**src/rtl/fractal_sync_nary.sv**
```systemverilog
// N-ary barrier synchronisation node: collects child arrivals per barrier ID,
// completes locally or forwards upstream, and fans responses back to children.
module fractal_sync_nary #(
  parameter int unsigned N_CHILDREN = 4,
  parameter int unsigned ID_WIDTH   = 3,
  parameter int unsigned LVL_WIDTH  = 4,
  parameter int unsigned NODE_LEVEL = 1
) (
  input  logic                             clk_i,
  input  logic                             rst_ni,
  input  logic [N_CHILDREN-1:0]            req_valid_i,
  output logic [N_CHILDREN-1:0]            req_ready_o,
  input  logic [N_CHILDREN*ID_WIDTH-1:0]   req_id_i,
  input  logic [N_CHILDREN*LVL_WIDTH-1:0]  req_lvl_i,
  input  logic [N_CHILDREN*N_CHILDREN-1:0] req_aggr_i,
  output logic [N_CHILDREN-1:0]            rsp_valid_o,
  input  logic [N_CHILDREN-1:0]            rsp_ready_i,
  output logic [ID_WIDTH-1:0]              rsp_id_o,
  output logic                             rsp_err_o,
  output logic                             up_valid_o,
  input  logic                             up_ready_i,
  output logic [ID_WIDTH-1:0]              up_id_o,
  output logic [LVL_WIDTH-1:0]             up_lvl_o,
  input  logic                             dn_valid_i,
  input  logic [ID_WIDTH-1:0]              dn_id_i,
  input  logic                             dn_err_i,
  output logic                             err_dup_o,
  output logic                             err_mask_o,
  output logic                             err_dn_o
);

  localparam int unsigned N_BARRIERS = 2**ID_WIDTH;
  localparam int unsigned PW         = $clog2(N_CHILDREN);
  localparam int unsigned CW         = ID_WIDTH + 1;

  typedef enum logic [1:0] {IDLE, COLLECT, WAIT_PARENT, RESPOND} bar_state_e;

  bar_state_e            st_q   [N_BARRIERS];
  bar_state_e            st_d   [N_BARRIERS];
  logic [N_CHILDREN-1:0] exp_q  [N_BARRIERS];
  logic [N_CHILDREN-1:0] exp_d  [N_BARRIERS];
  logic [N_CHILDREN-1:0] arr_q  [N_BARRIERS];
  logic [N_CHILDREN-1:0] arr_d  [N_BARRIERS];
  logic [N_CHILDREN-1:0] pend_q [N_BARRIERS];
  logic [N_CHILDREN-1:0] pend_d [N_BARRIERS];
  logic [LVL_WIDTH-1:0]  lvl_q  [N_BARRIERS];
  logic [LVL_WIDTH-1:0]  lvl_d  [N_BARRIERS];
  logic [N_BARRIERS-1:0] err_q, err_d;

  logic [PW-1:0]         rr_q;
  logic                  gnt_vld;
  logic [PW-1:0]         gnt_idx;
  logic [ID_WIDTH-1:0]   g_id;
  logic [LVL_WIDTH-1:0]  g_lvl;
  logic [N_CHILDREN-1:0] g_mask, g_own, elig;

  logic [ID_WIDTH-1:0]   rsp_mem [N_BARRIERS];
  logic [ID_WIDTH-1:0]   up_mem  [N_BARRIERS];
  logic [ID_WIDTH-1:0]   rsp_rd_q, rsp_wr_q, up_rd_q, up_wr_q;
  logic [CW-1:0]         rsp_cnt_q, up_cnt_q;
  logic                  rsp_push, rsp_pop, up_push, up_pop;
  logic [ID_WIDTH-1:0]   rsp_push_id, up_push_id, rsp_head, up_head;
  logic                  rsp_nempty, up_nempty;

  logic                  done;
  logic [LVL_WIDTH-1:0]  done_lvl;
  logic [N_CHILDREN-1:0] arr_new, pend_left;
  logic                  err_dup_d, err_mask_d, err_dn_d;
  logic                  err_dup_q, err_mask_q, err_dn_q;

  // Outputs are gated by rst_ni so they read zero throughout reset.
  assign rsp_head   = rsp_mem[rsp_rd_q];
  assign up_head    = up_mem[up_rd_q];
  assign rsp_nempty = rst_ni && (rsp_cnt_q != '0);
  assign up_nempty  = rst_ni && (up_cnt_q != '0);

  assign rsp_valid_o = rsp_nempty ? pend_q[rsp_head] : '0;
  assign rsp_id_o    = rsp_nempty ? rsp_head : '0;
  assign rsp_err_o   = rsp_nempty && err_q[rsp_head];
  assign up_valid_o  = up_nempty;
  assign up_id_o     = up_nempty ? up_head : '0;
  assign up_lvl_o    = up_nempty ? lvl_q[up_head] : '0;
  assign up_pop      = up_nempty && up_ready_i;
  assign req_ready_o = g_own;
  assign err_dup_o   = err_dup_q;
  assign err_mask_o  = err_mask_q;
  assign err_dn_o    = err_dn_q;

  // Round-robin: first pass from rr_q upward, second pass wraps from 0.
  always_comb begin
    elig    = '0;
    gnt_vld = 1'b0;
    gnt_idx = '0;
    g_id    = '0;
    g_lvl   = '0;
    g_mask  = '0;
    g_own   = '0;
    for (int unsigned i = 0; i < N_CHILDREN; i++) begin
      elig[i] = req_valid_i[i] &&
                (st_q[req_id_i[i*ID_WIDTH +: ID_WIDTH]] inside {IDLE, COLLECT});
    end
    if (rst_ni && !dn_valid_i) begin
      for (int unsigned i = 0; i < N_CHILDREN; i++) begin
        if (!gnt_vld && elig[i] && i >= 32'(rr_q)) begin
          gnt_vld = 1'b1;
          gnt_idx = PW'(i);
        end
      end
      for (int unsigned i = 0; i < N_CHILDREN; i++) begin
        if (!gnt_vld && elig[i]) begin
          gnt_vld = 1'b1;
          gnt_idx = PW'(i);
        end
      end
      for (int unsigned i = 0; i < N_CHILDREN; i++) begin
        if (gnt_vld && gnt_idx == PW'(i)) begin
          g_own[i] = 1'b1;
          g_id     = req_id_i[i*ID_WIDTH +: ID_WIDTH];
          g_lvl    = req_lvl_i[i*LVL_WIDTH +: LVL_WIDTH];
          g_mask   = req_aggr_i[i*N_CHILDREN +: N_CHILDREN];
        end
      end
    end
  end

  always_comb begin
    st_d        = st_q;
    exp_d       = exp_q;
    arr_d       = arr_q;
    pend_d      = pend_q;
    lvl_d       = lvl_q;
    err_d       = err_q;
    rsp_push    = 1'b0;
    rsp_push_id = '0;
    rsp_pop     = 1'b0;
    up_push     = 1'b0;
    up_push_id  = '0;
    done        = 1'b0;
    done_lvl    = '0;
    arr_new     = '0;
    pend_left   = '0;
    err_dup_d   = 1'b0;
    err_mask_d  = 1'b0;
    err_dn_d    = 1'b0;

    if (gnt_vld) begin
      if (g_mask == '0 || (g_mask & g_own) == '0) begin
        err_mask_d = 1'b1;
      end else if (st_q[g_id] == IDLE) begin
        exp_d[g_id] = g_mask;
        lvl_d[g_id] = g_lvl;
        arr_d[g_id] = g_own;
        st_d[g_id]  = COLLECT;
        done        = (g_own == g_mask);
        done_lvl    = g_lvl;
      end else if (g_mask != exp_q[g_id]) begin
        err_mask_d = 1'b1;
      end else if ((arr_q[g_id] & g_own) != '0) begin
        err_dup_d = 1'b1;
      end else begin
        arr_new     = arr_q[g_id] | g_own;
        arr_d[g_id] = arr_new;
        done        = (arr_new == exp_q[g_id]);
        done_lvl    = lvl_q[g_id];
      end
      if (done) begin
        if (done_lvl == LVL_WIDTH'(NODE_LEVEL)) begin
          err_d[g_id]  = 1'b0;
          pend_d[g_id] = exp_d[g_id];
          st_d[g_id]   = RESPOND;
          rsp_push     = 1'b1;
          rsp_push_id  = g_id;
        end else begin
          st_d[g_id] = WAIT_PARENT;
          up_push    = 1'b1;
          up_push_id = g_id;
        end
      end
    end

    // dn_valid_i blocks grants, so at most one response push per cycle.
    if (dn_valid_i && rst_ni) begin
      if (st_q[dn_id_i] == WAIT_PARENT) begin
        err_d[dn_id_i]  = dn_err_i;
        pend_d[dn_id_i] = exp_q[dn_id_i];
        st_d[dn_id_i]   = RESPOND;
        rsp_push        = 1'b1;
        rsp_push_id     = dn_id_i;
      end else begin
        err_dn_d = 1'b1;
      end
    end

    if (rsp_nempty) begin
      pend_left        = pend_q[rsp_head] & ~rsp_ready_i;
      pend_d[rsp_head] = pend_left;
      if (pend_left == '0) begin
        rsp_pop          = 1'b1;
        st_d[rsp_head]   = IDLE;
        arr_d[rsp_head]  = '0;
      end
    end
  end

  always_ff @(posedge clk_i) begin
    if (!rst_ni) begin
      for (int unsigned b = 0; b < N_BARRIERS; b++) begin
        st_q[b]   <= IDLE;
        exp_q[b]  <= '0;
        arr_q[b]  <= '0;
        pend_q[b] <= '0;
        lvl_q[b]  <= '0;
      end
      err_q      <= '0;
      rr_q       <= '0;
      rsp_rd_q   <= '0;
      rsp_wr_q   <= '0;
      rsp_cnt_q  <= '0;
      up_rd_q    <= '0;
      up_wr_q    <= '0;
      up_cnt_q   <= '0;
      err_dup_q  <= 1'b0;
      err_mask_q <= 1'b0;
      err_dn_q   <= 1'b0;
    end else begin
      st_q       <= st_d;
      exp_q      <= exp_d;
      arr_q      <= arr_d;
      pend_q     <= pend_d;
      lvl_q      <= lvl_d;
      err_q      <= err_d;
      err_dup_q  <= err_dup_d;
      err_mask_q <= err_mask_d;
      err_dn_q   <= err_dn_d;
      if (gnt_vld) begin
        rr_q <= (gnt_idx == PW'(N_CHILDREN - 1)) ? '0 : gnt_idx + PW'(1);
      end
      if (rsp_push) rsp_wr_q <= rsp_wr_q + ID_WIDTH'(1);
      if (rsp_pop)  rsp_rd_q <= rsp_rd_q + ID_WIDTH'(1);
      rsp_cnt_q <= rsp_cnt_q + CW'(rsp_push) - CW'(rsp_pop);
      if (up_push) up_wr_q <= up_wr_q + ID_WIDTH'(1);
      if (up_pop)  up_rd_q <= up_rd_q + ID_WIDTH'(1);
      up_cnt_q <= up_cnt_q + CW'(up_push) - CW'(up_pop);
    end
  end

  always_ff @(posedge clk_i) begin
    if (rsp_push) rsp_mem[rsp_wr_q] <= rsp_push_id;
    if (up_push)  up_mem[up_wr_q]   <= up_push_id;
  end

endmodule

```
**config.mk**
```make
export PLATFORM = sky130hd
export DESIGN_NAME = fractal_sync_nary
export DESIGN_NICKNAME = d
export VERILOG_FILES = /design/src/rtl/fractal_sync_nary.sv
export SDC_FILE = /design/constraint.sdc
export NUM_CORES = 1
export LEC_CHECK = 0
export ABC_AREA = 1
export CAP_MARGIN = 40
export CORE_MARGIN = 1.5
export CORE_UTILIZATION = 55
export CTS_BUF_LIST = sky130_fd_sc_hd__clkbuf_4 sky130_fd_sc_hd__clkbuf_8 sky130_fd_sc_hd__clkbuf_16
export DETAILED_ROUTE_END_ITERATION = 10
export GPL_TIMING_DRIVEN = 0
export PLACE_DENSITY = 0.74
export SYNTH_ARGS = -nofsm -noshare
export SYNTH_HDL_FRONTEND = slang
export SYNTH_SLANG_ARGS = --single-unit
export TNS_END_PERCENT = 30
```
**constraint.sdc**
```tcl
create_clock -name clk_i -period 16.1 [get_ports clk_i]
set_clock_uncertainty 0.2 [all_clocks]
set_input_delay 4.83 -clock clk_i [delete_from_list [all_inputs] [get_ports clk_i]]
set_output_delay 4.83 -clock clk_i [all_outputs]
set_load 0.02 [all_outputs]
```
==> results of run 1 <==
cell families after synthesis:
logic type,share of synthesized area [%]
and+or+nand+nor,33.5
AOI/OAI and AO/OA,19.4
buffers and inverters,9.95
DFF,34.9
adders and majority gates,1.81
muxes,0.274
xor gates and xnor gates,0.180
cell usage after synthesis, types with 10 or more instances:
master,number
a221oi_1,12
o211ai_1,11
edfxtp_1,48
nand2_1,574
buf_2,23
inv_2,15
clkbuf_1,47
clkinv_1,10
inv_1,245
nand4_1,23
o21ai_1,18
o22ai_1,41
a21oi_1,172
a211oi_1,16
nor2_1,268
o21ai_0,182
nand3_1,190
nand2_2,15
a2111oi_0,14
dfxtp_1,183
nor3_1,11
ha_1,18
report_power, final:
part | leakage [nW] | total [mW] | internal [mW] | switching, mW
registers | 1.97 | 0.627 | 0.611 | 0.0154
logic | 4.52 | 0.592 | 0.183 | 0.409
clock network | 0.470 | 0.670 | 0.403 | 0.267
total | 6.96 | 1.89 | 1.20 | 0.691
metal layers:
metal | wire, um | GRT usage, %
met1 | 22200 | 52.0
met4 | 2830 | 18.4
met5 | 51 | 2.09
met2 | 24700 | 62.3
met3 | 5800 | 6.29
cell usage in the layout, fill, tap and decap left out, types with 5 or more instances in the layout:
cell type / instances
clkbuf_1: 47
o32ai_1: 8
edfxtp_1: 48
bufinv_16: 5
dfxtp_1: 183
nor2_2: 7
inv_1: 245
buf_2: 29
nand3_2: 5
clkdlybuf4s50_1: 81
a221oi_1: 12
buf_6: 8
nor2_4: 5
nor3_1: 11
nor2_1: 268
o22ai_1: 41
clkinv_2: 5
a2111oi_0: 14
clkbuf_16: 28
nand4_1: 23
o211ai_1: 11
buf_4: 5
o221ai_1: 5
nand2_2: 15
inv_2: 15
a21oi_1: 172
o21ai_0: 182
nand3_1: 190
a31oi_1: 5
o21ai_1: 18
nand2_4: 5
a211oi_1: 16
clkinv_1: 13
nand2_1: 574
ha_1: 18
per-stage QoR:
| step | instance area [um2] | util [%] |
|---|---|---|
| 3_3_place_gp | 15900 | 60.8 |
| 4_1_cts | 16800 | 64.6 |
| 5_1_grt | 16800 | 64.6 |
| 3_5_place_dp | 15900 | 61.0 |
| 6_report | 16800 | 64.6 |
| 2_1_floorplan | 14600 | - |
registers in the layout, summed over array words and instances (netlist names), named ones only:
signal and count:
arr_q 32, err_dn_o 1, err_dup_o 1, err_mask_o 1
err_q 8, exp_q 32, lvl_q 32, pend_q 32
rr_q 2, rsp_cnt_q 4, rsp_mem 24, rsp_rd_q 3
rsp_wr_q 3, st_q 16, up_cnt_q 4, up_mem 24
up_rd_q 3, up_wr_q 3
layout make-up:
cell class | count | share of cell area, %
multi-input combinational | 1653 | 47.9
sequential | 231 | 30.3
inverter | 273 | 6.13
timing repair buffer | 88 | 5.06
clock buffer | 30 | 4.29
buffer | 86 | 2.51
tap | 335 | 2.49
clock inverter | 18 | 1.36
worst paths after layout:
path / endpoint / slack (ns) / cells past startpoint
max: req_ready_o[0] / 2.70 / 15
min: flop / 0.25 / 1
max reg2reg: up_cnt_q[2] / 9.94 / 29
min reg2reg: flop / 0.25 / 1
==> out/qor.yml, run 1 <==
layout:
  fill_cells: 2436
  multi_input_area_um2: 8060
  nets: 2439
  seqCellArea_um2: 5100
  stdcell_count: 2714
  drive_gt1_share_pct: 6.85
  areaGrowthSynthToFinish_pct: 15.2
  diodes: 0
synth:
  synth_top_area_share_pct: 25.1
  ys_top_cells_by_area: "dfxtp_1, nand2_1, edfxtp_1"
  synthCells: 2243
  synth_seq_area_share_pct: 34.9
  yosysTopAreaCell: "dfxtp_1"
  avgSynthCellArea_um2: 6.52
  async_reset_ff_share_pct: 0
  synth.ff_latch_count: 231
  netlist_area_um2: 14600
  synth_cell_types: 59
  ys.warnings.count: 0
  synth_edf_count: 48
  synth-main-ff-cell: "dfxtp_1"
  synth_nets: 2323
power_and_ir_drop:
  p_per_area_nw_per_um2: 112
  power.leakage_nw: 6.96
  max-vdd-ir-drop_mv: 0.107
  total_power_mw: 1.89
sta:
  fin_crit_sh_pct: 83.2
  setup_viol: 0
  finalWorstSetupSlack_ns: 2.70
  tightestPinTransition_ns: 0.932
  rsz0062_at_grt: "false"
  holdWs_ns: 0.250
  hold_violations: 0
  clock.fmax_mhz: 74.7
  post-route-min-period_ns: 13.40
  fin_setup_tns_ns: 0
  drv_slew: 0
  slew_headroom_pct: 37.9
flow_run:
  drv_cap: 0
clock_network:
  htreeDepth: 1
  cts_sinks: 231
  root_buffer: "clkbuf_16"
  ctsResizeCount: 0
  cts.clk_slew.worst_paths_ns: 0.06
  cts_setup_buffers: 0
  clockBufferDepth: 3
  clk_latency_ns: 0.55
  ctsHoldBuffers: 0
  cts_buffers: 26
  cts_tree: "done"
setup_path:
  cpLargestDelayFamily: "buffers and inverters"
  worstPathCellList: "clkdlybuf4s50_1, inv_2, nand2_1, nand3_1, nand3_1, nand4_2, nand2_2, nor2_8, nand4_2, nand2_4, nor2_1, nand2_1, nor2_1, clkbuf_1, clkdlybuf4s50_1"
  critPathSlowestCell: "clkdlybuf4s50_1"
  path_class: "primary input to output port"
  critPathArrivalTime_ns: 8.37
  crit_fanout: 11
  worstSetupStartpointType: "primary input"
  worstPathRequired_ns: 11.07
  r2r-start: "st_q[1]"
  worstSetupStartpoint: "req_id_i[0]"
  crit_path_max_incr_delay_ns: 0.75
  cp-end-kind: "output port"
  crit_buf_inv: 4
placed_design:
  dp_slack_ns: 2.76
  gp_congestion: 1.04
  portBuffers: 81
  dpl.hpwl_um: 41700
  dp_cells: 2666
routing:
  drc_errors: 0
  drt_iter0_markers: 2205
  drt_wl_total_um: 55600
  firstDrtPassIters: 6
  vias: 16600
  postRouteAntennaNets: 0
  vias_per_cell: 6.11
  wl_per_cell_um: 20.5
floorplanning:
  boundaryPins: 83
  dieArea_um2: 27600
  die-height_um: 166
  rows: 59
  start_util_pct: 56.1
  core_area_um2: 26100
  die_w_um: 166
global_routing:
  grt_pass1_wl_um: 85300
  grt_max_degree: 16
  grt_overflow: 0
  grt_pass1_vias: 15400
  antenna_found_initial: 0
  grt_usage_pct: 39.2
run_status:
  status: "complete, no violations"
worst_hold_path:
  min_from: "up_rd_q[2]"
  hp-class: "flop to flop"
No activity file was read; power rests on OpenSTA's default activity.
==> inputs of run 2 (changes only) <==
==> constraint.sdc (replaced) <==
create_clock -name clk_i -period 13.9 [get_ports clk_i]
set_clock_uncertainty 0.2 [all_clocks]
set_input_delay 4.17 -clock clk_i [delete_from_list [all_inputs] [get_ports clk_i]]
set_output_delay 4.17 -clock clk_i [all_outputs]
set_load 0.02 [all_outputs]
==> results of run 2 <==
Same layout as run 1 (identical final DEF). Status: complete, no violations.
Among the figures that moved: setup slack after placement 2.76 ns -> 1.88 ns; setup slack after layout 2.70 ns -> 1.82 ns; register-to-register setup slack 9.94 ns -> 7.74 ns; total power 1.89 mW -> 2.19 mW; worst IR drop on VDD 0.107 mV -> 0.124 mV
